--- src/rtl/fetch_issue_ctrl.sv ---
// Fetch/issue sequencer: requests bus bursts, splits 64-bit beats into two
// instructions, queues them and issues one per cycle to decode.
module fetch_issue_ctrl #(
  parameter int BUS_DATA_WIDTH = 64,
  parameter int BURST_BEATS    = 8,
  parameter int QUEUE_DEPTH    = 16
) (
  input  logic                      clk,
  input  logic                      reset,
  input  logic                      start,
  output logic                      fetch_req,
  input  logic                      fetch_gnt,
  input  logic                      data_valid,
  input  logic [BUS_DATA_WIDTH-1:0] data,
  input  logic                      data_last,
  output logic                      issue_valid,
  output logic [31:0]               issue_ins,
  input  logic                      issue_ready,
  input  logic                      wb_stall,
  output logic                      halt,
  output logic                      busy,
  output logic                      overflow,
  output logic [31:0]               ins_count
);

  localparam int PW = $clog2(QUEUE_DEPTH);
  localparam int CW = PW + 1;

  localparam logic [2:0] S_IDLE  = 3'd0;
  localparam logic [2:0] S_WAIT  = 3'd1;
  localparam logic [2:0] S_REQ   = 3'd2;
  localparam logic [2:0] S_BURST = 3'd3;
  localparam logic [2:0] S_HALT  = 3'd4;

  logic [2:0]    r_state;
  logic [2:0]    w_next;
  logic [31:0]   r_mem [QUEUE_DEPTH];
  logic [PW-1:0] r_head;
  logic [PW-1:0] r_tail;
  logic [PW-1:0] w_tail1;
  logic [CW-1:0] r_count;
  logic [CW-1:0] w_free;
  logic          r_fetch_req;
  logic          r_halt_pend;
  logic          r_overflow;
  logic [31:0]   r_ins_count;

  logic          w_nonempty;
  logic [31:0]   w_head_ins;
  logic          w_head_zero;
  logic          w_issue_valid;
  logic          w_pop;
  logic          w_beat;
  logic          w_discard;
  logic          w_room;
  logic          w_push;
  logic          w_ovf;
  logic          w_flush;

  assign w_tail1     = r_tail + PW'(1);
  assign w_free      = CW'(QUEUE_DEPTH) - r_count;
  assign w_nonempty  = (r_count != '0);
  assign w_head_ins  = r_mem[r_head];
  assign w_head_zero = w_nonempty && (w_head_ins == '0);

  assign w_issue_valid = w_nonempty && !wb_stall && (r_state != S_HALT) &&
                         !w_head_zero && !r_halt_pend;
  assign w_pop         = w_issue_valid && issue_ready;

  // Once a zero instruction sits at the head mid-burst, remaining beats are
  // drained from the bus but never stored.
  assign w_beat    = (r_state == S_BURST) && data_valid;
  assign w_discard = r_halt_pend || w_head_zero;
  assign w_room    = (w_free >= CW'(2));
  assign w_push    = w_beat && !w_discard && w_room;
  assign w_ovf     = w_beat && !w_discard && !w_room;

  always_comb begin
    w_next = r_state;
    case (r_state)
      S_IDLE:  if (start) w_next = S_WAIT;
      S_WAIT:  if (w_free >= CW'(2 * BURST_BEATS)) w_next = S_REQ;
      S_REQ:   if (fetch_gnt) w_next = S_BURST;
      S_BURST: if (data_valid && data_last) w_next = w_discard ? S_HALT : S_WAIT;
      S_HALT:  w_next = S_HALT;
      default: w_next = S_IDLE;
    endcase
    // Outside a burst a zero head halts at once, abandoning any pending request.
    if (w_head_zero && (r_state != S_BURST) && (r_state != S_HALT))
      w_next = S_HALT;
  end

  assign w_flush = (w_next == S_HALT) && (r_state != S_HALT);

  always_ff @(posedge clk or negedge reset) begin
    if (!reset) begin
      r_state     <= S_IDLE;
      r_head      <= '0;
      r_tail      <= '0;
      r_count     <= '0;
      r_fetch_req <= 1'b0;
      r_halt_pend <= 1'b0;
      r_overflow  <= 1'b0;
      r_ins_count <= '0;
    end else begin
      r_state     <= w_next;
      r_fetch_req <= (w_next == S_REQ);
      r_overflow  <= r_overflow | w_ovf;
      if ((r_state == S_BURST) && (w_next == S_BURST))
        r_halt_pend <= r_halt_pend | w_head_zero;
      else
        r_halt_pend <= 1'b0;
      if (w_pop)
        r_ins_count <= r_ins_count + 32'd1;
      if (w_flush) begin
        r_count <= '0;
        r_head  <= r_tail;
      end else begin
        r_count <= r_count + (w_push ? CW'(2) : CW'(0)) - (w_pop ? CW'(1) : CW'(0));
        if (w_pop)
          r_head <= r_head + PW'(1);
        if (w_push)
          r_tail <= r_tail + PW'(2);
      end
    end
  end

  always_ff @(posedge clk) begin
    if (w_push) begin
      r_mem[r_tail]  <= data[31:0];
      r_mem[w_tail1] <= data[63:32];
    end
  end

  assign fetch_req   = r_fetch_req;
  assign issue_valid = w_issue_valid;
  assign issue_ins   = w_nonempty ? w_head_ins : '0;
  assign halt        = (r_state == S_HALT);
  assign busy        = (r_state != S_IDLE) && (r_state != S_HALT);
  assign overflow    = r_overflow;
  assign ins_count   = r_ins_count;

endmodule

--- config.mk ---
export PLATFORM = sky130hd
export DESIGN_NAME = fetch_issue_ctrl
export DESIGN_NICKNAME = d
export VERILOG_FILES = /design/src/rtl/fetch_issue_ctrl.sv
export SDC_FILE = /design/constraint.sdc
export NUM_CORES = 1
export LEC_CHECK = 0
export ABC_CLOCK_PERIOD_IN_PS = 12300
export CORE_UTILIZATION = 51
export CTS_BUF_LIST = sky130_fd_sc_hd__clkbuf_16
export CTS_CLUSTER_SIZE = 12
export DETAILED_ROUTE_END_ITERATION = 7
export PLACE_DENSITY = 0.76
export SLEW_MARGIN = 10
export SYNTH_ARGS = -nofsm -noshare
export SYNTH_HDL_FRONTEND = slang
export SYNTH_SLANG_ARGS = --single-unit
--- constraint.sdc ---
create_clock -name clk -period 12.3 [get_ports clk]
set_input_delay 1.845 -clock clk [delete_from_list [all_inputs] [get_ports clk]]
set_output_delay 1.845 -clock clk [all_outputs]
set_load 0.01 [all_outputs]
==> results of run 1 <==
flip-flops by register name (all words and copies together), names as in the netlist:
signal / count
ins_count: 32
r_head: 4
r_count: 5
r_halt_pend: 1
r_tail: 3
fetch_req: 1
overflow: 1
r_state: 3
r_mem: 512
per-layer routing:
metal | share of wire | routed length [µm]
met1 | 0.41 | 18900
met4 | 0.016 | 755
met3 | 0.066 | 3080
met5 | 0 | 0
met2 | 0.51 | 23600
area by class of cell:
| type | instances | area, µm² |
|---|---|---|
| flip-flops and latches | 562 | 16600 |
| clock inverters | 26 | 179 |
| clock buffers | 55 | 1380 |
| inverters | 16 | 60.1 |
| well taps | 585 | 732 |
| fillers | 3106 | 17200 |
| repair buffers | 161 | 1570 |
| multi-input cells | 488 | 5280 |
layout by cell type, fill, tap and decap left out, types with 15 or more instances in the layout:
cell and count:
buf_4 20, nand4_1 15, clkbuf_16 55, and3_1 24
inv_1 28, a21oi_1 26, a22oi_1 38, xnor2_1 33
nand3_1 24, dfrtp_1 47, edfxtp_1 512, mux2i_1 19
nand2_1 31, clkdlybuf4s50_1 139, mux4_2 121, nor2_1 33
logic make-up (layout without fill, tap and decap cells):
group / after synthesis / after routing / synth area share
XOR/XNOR: 37 / 37 / 0.0146
buffers and inverters: 76 / 258 / 0.0163
adder cells (fa/ha/maj): 13 / 13 / 0.00766
flip-flops: 562 / 562 / 0.749
AO/OA/AOI/OAI: 116 / 116 / 0.0368
multiplexers: 144 / 144 / 0.133
AND/OR/NAND/NOR: 178 / 178 / 0.0426
through the flow:
stage	instance area, µm²	total power, mW
floorplan	22200	3.43
CTS	25800	5.57
global route	25800	5.77
global placement	24300	4.06
detailed placement	24300	4.09
finish	25800	5.52
critical path: cells and delay by family (launching register included):
kind | cells | cell delay (ns)
AOI/OAI and AO/OA | 1 | 0.25
muxes | 1 | 0.60
DFF | 1 | 0.71
buffers and inverters | 2 | 1.22
and+or+nand+nor | 6 | 2.06
report_power, final:
group	leakage (nW)	internal (mW)	switching (mW)
Sequential	5.27	2.27	0.108
Clock	0.801	0.820	0.659
Combinational	2.42	0.764	0.900
Total	8.49	3.86	1.67
final timing paths:
kind | end | cells past startpoint | slack (ns) | from
setup / recovery | issue_valid | 10 | 4.83 | r_head[0]
hold / removal | ins_count[31] | 1 | 0.47 | ins_count[31]
setup reg to reg | r_count[2] | 14 | 6.35 | r_head[0]
hold reg to reg | ins_count[31] | 1 | 0.47 | ins_count[31]
max in group asynchronous | r_head[0] | 2 | 10.48 | reset
min in group asynchronous | ins_count[22] | 2 | 1.34 | reset
==> qor.yml, run 1 <==
crit_type: "reg2out"
synth_top_area_cell: "edfxtp_1"
yosys_warnings: 0
synth_seq_cells: 562
cts_tree: "done"
layout_setup_ws_ns: 4.83
finalCritPeriodShare: 0.607
grtUsageMet1: 0.295
fin_crit_ns: 7.47
slew_headroom: 0.274
areaGrowthSynthToFinish_pct: 16.3
cts_sinks: 562
syn_area_per_cell_um2: 19.7
placedCellCount: 1812
cap_violations: 0
via_per_inst: 6.00
synth_top_area_share: 0.692
async_flop_share: 0.0890
die_h_um: 211
post_cts_buffers: 0
numCtsBuffers: 55
grt_pass1_wl_um: 70100
global_route.usage.met3: 0.0352
cts_hold_buffers: 0
gp_congestion: 0.775
outcome: "complete, but fails checks"
max-clock-path-buffers: 3
netlist_area_um2: 22200
p_leak_nw: 8.49
synth_edf_count: 512
ys.flop_type: "edfxtp_1"
required_ns: 10.45
antenna_left: 0
globalRouteTotalUtil: 0.213
drive_gt1_frac: 0.173
finClkSkew_ns: 0.0222
wl_per_cell_um: 24.5
insertion_delay_ns: 0.61
finalSetupViolCount: 0
tightest_slew_ns: 1.09
violations: "design-rule violations"
setup_tns_ns: 0
first_iter_violations: 1182
diodes: 0
cpPeakStageDelay_ns: 0.71
nNetsFinal: 1369
hold_path_class: "reg2reg"
post_cts_resize_count: 0
endpoint_kind: "output port"
drc: 1
yosys-top-cells-area: "edfxtp_1 69%, mux4_2 12%, dfrtp_1 5.6%"
postSynthCellCount: 1126
start_kind: "register"
synth.most_common_cell: "edfxtp_1"
final_cells: 1893
rows: 76
clk_pin_slew_worst_paths_ns: 0.06
vias: 11400
ys_top_cells_by_count: "512 x edfxtp_1, 121 x mux4_2, 50 x dfrtp_1"
port_buffers: 140
grt_remaining_overflow: 0
first_global_vias: 11600
clock.fmax_mhz: 134
grt_antenna_before_repair: 0
syn_nets: 1211
core_area_um2: 43000
grt_setup_unrepaired: "no"
powerDensity_nw_per_um2: 214
start_util: 0.517
hold_ws_ns: 0.471
crit_arrival_ns: 5.62
fp.dieW_um: 211
hold_violations: 0
grt_busiest_layer: "met2"
cts-root-buf: "clkbuf_16"
path_cells: "buf_12 -> mux4_2 -> a22oi_1 -> nand2_1 -> or3_1 -> nor4_1 -> and3_1 -> nor2_1 -> nor4b_1 -> clkdlybuf4s50_1"
drv_slew: 0
slowest_stage: "dfrtp_4"
ys_types: 51
dieArea_um2: 44400
firstDrtPassIters: 7
ys_seq_area_frac: 0.749
drt-total-wl_um: 46300
final_util: 0.601
grt_use_met2: 0.353
ios: 141
vdd_drop_max_uv: 127
h-tree-depth: 2
preCtsSetupSlack_ns: 5.51
cp_max_fo: 118
grt_max_degree: 119
dpl.hpwl_um: 26100
(Power assumes the default switching activity.)
==> run 2, diff against run 1 <==
Settings changed: ABC_CLOCK_PERIOD_IN_PS 12300 to 6590, PLACE_DENSITY 0.76 to 0.79.
Clock period 12.3 ns to 6.59 ns, I/O delays scaled along.
==> run 2 against run 1 <==
The flow still finishes with violations (design-rule violations). Via count rose by 2.3%. Largest cell class unchanged. Routed wire length rose by 4.6%. Cell area rose by 0.30%. Sequential power rose by 90%. Count of clock-buffer cells in the layout rose by 1. Worst hold slack improved by 0.016 ns. Largest power group unchanged. Combinational power rose by 85%. Highest routed layer unchanged. Non-clock buffer count rose by 3. Sequential cell count did not move. First-iteration DRC count rose by 15%. Sequential share of layout area fell by 0.19 points. Final cell count rose by 0.26%.
==> qor.yml, run 2 (synthesis gave the netlist of run 1 again) <==
cp_max_fo: 65  # -45%
rr_endpoint: "r_count[2]"
vias: 11600  # +2.3%
finClkSkew_ns: 0.0201  # -0.00208 ns
h-tree-depth: 2  # unchanged
grt_pass1_wl_um: 72900  # +4.0%
p_leak_nw: 8.53  # +0.48%
drv_slew: 0  # unchanged
placedCellCount: 1815  # +0.17%
cts_tree: "done"
nNetsFinal: 1373  # +0.29%
slew_headroom: 0.216  # -0.0576
cap_violations: 0  # unchanged
die_h_um: 211  # unchanged
insertion_delay_ns: 0.62  # about the same
grt_antenna_before_repair: 1  # +1
layout_setup_ws_ns: 0.512  # -4.32 ns
core_area_um2: 43000  # unchanged
dieArea_um2: 44400  # unchanged
cts_hold_buffers: 0  # unchanged
final_common_cell: "edfxtp_1"
outcome: "complete, but fails checks"
post_cts_resize_count: 0  # unchanged
layout_common_cells: "512 x edfxtp_1, 139 x clkdlybuf4s50_1, 121 x mux4_2"
gp_congestion: 0.825  # +6.5%
firstDrtPassIters: 7  # unchanged
start_util: 0.517  # unchanged
ios: 141  # unchanged
powerDensity_nw_per_um2: 402  # +88%
regMostFlops: "r_mem"
ff2ff_setup_slack_ns: 1.11  # -5.24 ns
grt_max_degree: 66  # -45%
crit_arrival_ns: 5.09  # -0.53 ns
path_cells: "buf_4 -> mux4_2 -> a22oi_1 -> nand2_1 -> or4_1 -> nor4_2 -> and3_1 -> nor2_1 -> nor4b_1 -> clkdlybuf4s50_1"
required_ns: 5.60  # -4.85 ns
numCtsBuffers: 56  # +1.8%
max-clock-path-buffers: 3  # unchanged
dpl.hpwl_um: 27400  # +4.9%
areaGrowthSynthToFinish_pct: 16.6
preCtsSetupSlack_ns: 1.10  # -4.40 ns
grt_setup_unrepaired: "no"
vdd_drop_max_uv: 230  # +81%
fin_crit_ns: 6.08
finalCritPeriodShare: 0.922
ff2ff_path_depth: 14  # unchanged
critPathBufInv: 2  # unchanged
hold_violations: 0  # unchanged
globalRouteTotalUtil: 0.224  # +0.0110
wl_per_cell_um: 25.5  # +4.3%
grt_remaining_overflow: 0  # unchanged
post_cts_buffers: 0  # unchanged
dpl-instance-area_um2: 24300  # +0.23%
endpoint_kind: "output port"
port_buffers: 140  # unchanged
cts-root-buf: "clkbuf_16"
crit_family: "simple AND/OR/NAND/NOR gates"
drive_gt1_frac: 0.176  # +0.00342
tightest_slew_ns: 1.18  # +0.0864 ns
crit_type: "reg2out"
via_per_inst: 6.12  # +2.0%
hold_path_class: "in2async"
antenna_left: 0  # unchanged
drc: 2  # +1
timing.rr.start: "r_head[1]"
first_global_vias: 12100  # +5.0%
drt-total-wl_um: 48400  # +4.6%
cpPeakStageDelay_ns: 1.04  # +0.33 ns
clk_pin_slew_worst_paths_ns: 0.06  # about the same
largest_reg_flops: 512  # unchanged
rows: 76  # unchanged
path_depth: 10  # unchanged
fp.dieW_um: 211  # unchanged
start_kind: "register"
violations: "design-rule violations"
final_area_um2: 25900  # +0.30%
first_iter_violations: 1355  # +15%
finalSetupViolCount: 0  # unchanged
slowest_stage: "dfrtp_4"
clock.fmax_mhz: 165
cts_sinks: 562  # unchanged
final_cells: 1898  # +0.26%
[run 2: worst register-to-register path: stages (launching register included)]
cell     delay (ns)
dfrtp_4        1.04
buf_4          0.46
mux4_2         0.35
a22oi_1        0.25
nand2_1        0.11
or4_1          0.55
nor4_2         0.46
nand3_1        0.14
buf_4          0.30
nand3_1        0.59
ha_1           0.36
inv_1          0.06
ha_1           0.18
fa_1           0.40
and2_1         0.14
[run 2: how the worst max path moves through the flow]
stage,start,slack [ns],to
global route,r_head[0],0.13,issue_valid
finish,r_head[1],0.51,issue_valid
floorplan,r_head[0],-3.17,r_mem[4][0]
global placement,r_head[0],1.21,issue_valid
detailed placement,r_head[0],1.10,r_count[2]
CTS,r_head[0],0.45,issue_valid
[run 2: power by group]
group / total, mW / leakage (nW) / internal (mW) / switching [mW]
registers: 4.53 / 5.27 / 4.24 / 0.287
logic: 3.07 / 2.45 / 1.44 / 1.63
clock network: 2.82 / 0.816 / 1.56 / 1.26
[run 2: final cells by class]
type                    count  area (µm²)
well taps                 585         732
flip-flops and latches    562       16600
clock inverters            25         170
clock buffers              56        1400
fillers                  3038       17100
multi-input cells         488        5280
inverters                  16        60.1
repair buffers            164        1610
diodes                      2        5.00
[run 2: through the flow]
stage	power, mW	utilization	hold WS (ns)	TNS [ns]
after floorplan	6.41	-	0.496	-907.61
after detailed placement	7.66	0.566	0.479	0
after CTS	10.5	0.602	0.492	0
final	10.4	0.603	0.487	0
after global routing	10.8	0.603	0.502	0
after global placement	7.60	0.566	0.460	0
[run 2: routing by layer]
metal / routed length, µm / track usage
met2: 24100 / 0.371
met5: 0 / 0
met1: 19100 / 0.299
met3: 3630 / 0.0387
met4: 1620 / 0.0885
